`src/rtl/ysyx_22041211_ifu_axi_pkg.sv`:
```
// Shared encodings for the instruction-fetch unit: FSM states and AXI response codes.
package ysyx_22041211_ifu_axi_pkg;

    typedef enum logic [1:0] {
        S_IDLE = 2'd0,
        S_ADDR = 2'd1,
        S_DATA = 2'd2,
        S_OUT  = 2'd3
    } ifu_state_e;

    localparam logic [1:0] RESP_OKAY   = 2'b00;
    localparam logic [1:0] RESP_EXOKAY = 2'b01;
    localparam logic [1:0] RESP_SLVERR = 2'b10;
    localparam logic [1:0] RESP_DECERR = 2'b11;

    function automatic logic resp_is_fault(input logic [1:0] resp);
        return resp != RESP_OKAY;
    endfunction

endpackage

```
`src/rtl/ysyx_22041211_ifu_axi.sv`:
```
// IFU: one AXI-lite read per PC, handing {inst, pc} to decode with flush-safe dropping.
// Optional IFU_ACCESS_FAULT_EN adds inst_fault_o from a non-OKAY read response.
module ysyx_22041211_ifu_axi
    import ysyx_22041211_ifu_axi_pkg::*;
#(
    parameter int DATA_LEN = 32,
    parameter int ADDR_LEN = 32
) (
    input  logic                clk,
    input  logic                rst,
    input  logic [ADDR_LEN-1:0] pc_i,
    input  logic                pc_valid_i,
    output logic                pc_ready_o,
    input  logic                flush_i,
    output logic [ADDR_LEN-1:0] inst_addr_r_addr_o,
    output logic                inst_addr_r_valid_o,
    input  logic                inst_addr_r_ready_i,
    input  logic [DATA_LEN-1:0] inst_r_data_i,
    input  logic [1:0]          inst_r_resp_i,
    input  logic                inst_r_valid_i,
    output logic                inst_r_ready_o,
    output logic [DATA_LEN-1:0] inst_o,
    output logic [ADDR_LEN-1:0] inst_pc_o,
    output logic                inst_valid_o,
`ifdef IFU_ACCESS_FAULT_EN
    output logic                inst_fault_o,
`endif
    input  logic                inst_ready_i
);

    ifu_state_e          state_q;
    logic                drop_q;
    logic [ADDR_LEN-1:0] pc_q;
    logic [DATA_LEN-1:0] inst_q;
`ifdef IFU_ACCESS_FAULT_EN
    logic                fault_q;
`else
    logic                unused_resp;
    assign unused_resp = ^inst_r_resp_i;
`endif

    always_ff @(posedge clk) begin
        if (rst) begin
            state_q <= S_IDLE;
            drop_q  <= 1'b0;
            pc_q    <= '0;
            inst_q  <= '0;
`ifdef IFU_ACCESS_FAULT_EN
            fault_q <= 1'b0;
`endif
        end else begin
            unique case (state_q)
                S_IDLE: begin
                    if (pc_valid_i) begin
                        pc_q    <= pc_i;
                        state_q <= S_ADDR;
                    end
                end
                S_ADDR: begin
                    // AR stays up until accepted; a flush only marks the data stale
                    if (flush_i) drop_q <= 1'b1;
                    if (inst_addr_r_ready_i) state_q <= S_DATA;
                end
                S_DATA: begin
                    if (inst_r_valid_i) begin
                        drop_q <= 1'b0;
`ifdef IFU_ACCESS_FAULT_EN
                        fault_q <= resp_is_fault(inst_r_resp_i);
`endif
                        if (drop_q || flush_i) begin
                            state_q <= S_IDLE;
                        end else begin
                            inst_q  <= inst_r_data_i;
                            state_q <= S_OUT;
                        end
                    end else if (flush_i) begin
                        drop_q <= 1'b1;
                    end
                end
                S_OUT: begin
                    if (flush_i || inst_ready_i) state_q <= S_IDLE;
                end
            endcase
        end
    end

    assign pc_ready_o          = (state_q == S_IDLE);
    assign inst_addr_r_valid_o = (state_q == S_ADDR);
    assign inst_addr_r_addr_o  = pc_q;
    assign inst_r_ready_o      = (state_q == S_DATA);
    assign inst_valid_o        = (state_q == S_OUT);
    assign inst_o              = inst_q;
    assign inst_pc_o           = pc_q;
`ifdef IFU_ACCESS_FAULT_EN
    assign inst_fault_o        = fault_q & (state_q == S_OUT);
`endif

endmodule

```
`config.mk`:
```
export PLATFORM = sky130hd
export DESIGN_NAME = ysyx_22041211_ifu_axi
export DESIGN_NICKNAME = d
export VERILOG_FILES = /design/src/rtl/ysyx_22041211_ifu_axi_pkg.sv /design/src/rtl/ysyx_22041211_ifu_axi.sv
export SDC_FILE = /design/constraint.sdc
export NUM_CORES = 1
export LEC_CHECK = 0
export ABC_AREA = 1
export ABC_CLOCK_PERIOD_IN_PS = 3190
export BUFFER_PORTS_ARGS = -buffer_cell sky130_fd_sc_hd__buf_2
export CORE_MARGIN = 2
export CORE_UTILIZATION = 46
export DETAILED_ROUTE_END_ITERATION = 12
export PLACE_DENSITY = 0.88
export SLEW_MARGIN = 20
export SYNTH_ARGS = -nofsm -noshare
export SYNTH_HDL_FRONTEND = slang
export SYNTH_SLANG_ARGS = --single-unit
```
`constraint.sdc`:
```
create_clock -name clk -period 3.19 [get_ports clk]
set_input_delay 0.638 -clock clk [delete_from_list [all_inputs] [get_ports clk]]
set_output_delay 0.638 -clock clk [all_outputs]
set_load 0.01 [all_outputs]
```
==> results.cfg <==
[sta]
tightest_slew_ns = 0.969
min_period_over_period_pct = 63.9
fmaxAchievable_mhz = 491
relSlewSlack_pct = 35.4
setup_violations = 0
hold_viol_final = 0
tns_ns = 0
whs_ns = 0.445
rsz0062_at_grt = false
fin_crit_ns = 2.04
slew_violations = 0
fin_worst_skew_ns = 0.0108

[floorplan]
start_util_pct = 47.4
pin_count = 173
coreArea_um2 = 5890
die_w_um = 81.9
die_h_um = 81.9
num_rows = 28
die_area_um2 = 6710

[clock_tree]
cts.clk_slew.worst_paths_ns = 0.08
clk_latency_ns = 0.33
cts_hold_buf = 0
clk_path_buf_depth = 2
cts_htree_levels = 3
root_buffer = clkbuf_8
cts_setup_buffers = 0
cts_tree = yes
cts_sinks = 67
cts_resized = 0
cts_buffers = 9

[routing]
ant_nets = 0
via_per_inst = 4.65
vias = 2596
post_drt_wl_per_cell_um = 11.5
drcViolationCount = 0
first_pass_iters = 4
wl_um = 6400
drt-initial-drc-count = 72

[power_and_ir_drop]
swShare_pct = 36.4
power_switching_uw = 1030
seq_power_share_pct = 40.1
powerDensity_nw_per_um2 = 793
ir_worst_vdd_mv = 0.383
intPower_uw = 1800
clkPwrFrac_pct = 24.8
power_frac_comb_pct = 35.1
power.leakage_uw = 0.00182

[worst_setup_path]
cp-end-kind = flip-flop
worstPathMaxFanout = 33
cpMaxStageDelayCell = inv_1
startpoint_type = flip-flop
cpPeakStageDelay_ns = 0.71
cp_cell_sequence = inv_1, ha_1, nand2_1, buf_4, inv_1, nor2_1, nor2_1
critPathRequiredTime_ns = 3.44
cp.arrival_ns = 2.29
crit_type = flip-flop to flip-flop

[place]
gp_congestion = 0.842
numPortBuffers = 170
hpwlAfterDp_um = 4670

[synth]
syn_avg_cell_area_um2 = 8.04
syn_inst = 347
syn_nets = 425
synth_xor_area_share_pct = 0
synth_mux_area_share_pct = 0
synth_compound_area_share_pct = 18.9
synth_top_area_share_pct = 48.1
synth_top_family_by_area = compound AO/OA/AOI/OAI gates
yosysTopAreaCell = dfxtp_1
synthAdderAreaFrac_pct = 2.24
synth_seq_area_share_pct = 48.1
yosys_warnings = 0
syn-cell-area_um2 = 2790
synth_seq_cells = 67
synth-simple-area-share_pct = 12.2
synthTopCellsByArea = dfxtp_1 48%, buf_4 9.4%, nor2_1 9.4%
ys_types = 21

[finish]
final_layout_size_suffix_gt1_share_pct = 40.0
n_antenna_cell = 0
finish.utilization_pct = 60.7
area_growth_pct = 28.0
multiInputGateArea_um2 = 930
seqCellArea_um2 = 1340
fillCellCount = 522
nNetsFinal = 556

[min_path]
worstHoldPathType = flip-flop to flip-flop

[global_route]
grt_antenna_before_repair = 0
track_usage_pct = 18.5
grt_remaining_overflow = 0
first_global_vias = 2164
grt_start_max_net_pins = 67
grt_first_pass_wirelength_um = 9400

[run]
cap_violations = 0

[status]
status = finished clean
==> power groups by stage <==
stage / Combinational [µW] / Clock [µW] / Sequential (µW)
after floorplan: 690 / 0 / 1220
after global placement: 970 / 0 / 1140
after detailed placement: 1000 / 0 / 1150
after CTS: 1000 / 723 / 1140
after global routing: 1120 / 770 / 1160
final: 995 / 703 / 1140
==> per-layer routing <==
layer	global-route usage, %	vias up	wire, µm
li1	-	1332	-
met1	18.9	1149	2600
met2	33.1	105	3170
met3	6.37	10	516
met4	9.67	0	112
met5	0	-	0
==> cells in the mapped netlist, drive strengths merged <==
library cell  instances
nor2                 71
dfxtp                67
o21ai                65
buf                  45
inv                  39
a21oi                34
nand2                10
clkbuf                6
ha                    5
nand3                 2
a311oi                1
nand4                 1
o21bai                1
==> stage by stage <==
step | setup WS (ns) | total power [µW] | area (µm²) | std cells
detailed placement | 1.16 | 2150 | 3370 | 542
global route | 0.933 | 3050 | 3570 | 558
global placement | 1.21 | 2110 | 3370 | 542
CTS | 1.15 | 2860 | 3570 | 558
finish | 1.15 | 2830 | 3570 | 558
floorplan | 1.84 | 1910 | 2790 | 347
==> placed cells by master (no fill, tap or decap) <==
cell type	instances
ha_1	5
nand4_1	1
dfxtp_1	67
buf_2	170
nand2_1	10
clkbuf_8	10
clkinvlp_4	2
nor2_4	1
a311oi_1	1
inv_2	1
nand3_1	1
a21oi_1	34
bufinv_16	1
o21ai_0	37
nor2_1	70
o21ai_2	4
inv_1	38
clkbuf_1	1
o21bai_1	1
nand3_4	1
buf_4	1
o21ai_1	24
clkinv_4	2
==> flip-flops by register name (all words and copies together) (netlist names) <==
register	cells
drop_q	1
state_q	2
inst_addr_r_addr_o	32
inst_o	32
==> path summary, 6_finish.rpt <==
| check | startpoint | to | slack [ns] | depth (start not counted) |
|---|---|---|---|---|
| min | inst_o[26] | inst_o[26] | 0.45 | 2 |
| max | state_q[0] | inst_addr_r_addr_o[12] | 1.15 | 7 |
| min reg2reg | inst_o[26] | inst_o[26] | 0.45 | 2 |
| max reg2reg | state_q[0] | inst_addr_r_addr_o[12] | 1.15 | 7 |
==> area by class of cell <==
type | instances | area share (%)
clock buffer | 11 | 3.96
clock inverter | 5 | 1.75
inverter | 39 | 4.10
multi-input combinational | 190 | 26.0
sequential | 67 | 37.5
tap | 75 | 2.63
timing repair buffer | 171 | 24.0
==> worst max-delay path: cells and delay by family, from the launching register on <==
kind                       cells  cell delay, ns
and+or+nand+nor                3            0.30
adders and majority gates      1            0.25
DFF                            1            0.34
buffers and inverters          3            1.05
==> cells by family (layout without fill, tap and decap cells) <==
family / count (synthesis) / count (layout)
compound gates: 101 / 101
fa+ha+maj: 5 / 5
buf+inv: 90 / 226
flops: 67 / 67
simple gates: 84 / 84
No activity file was read; power rests on OpenSTA's default activity.
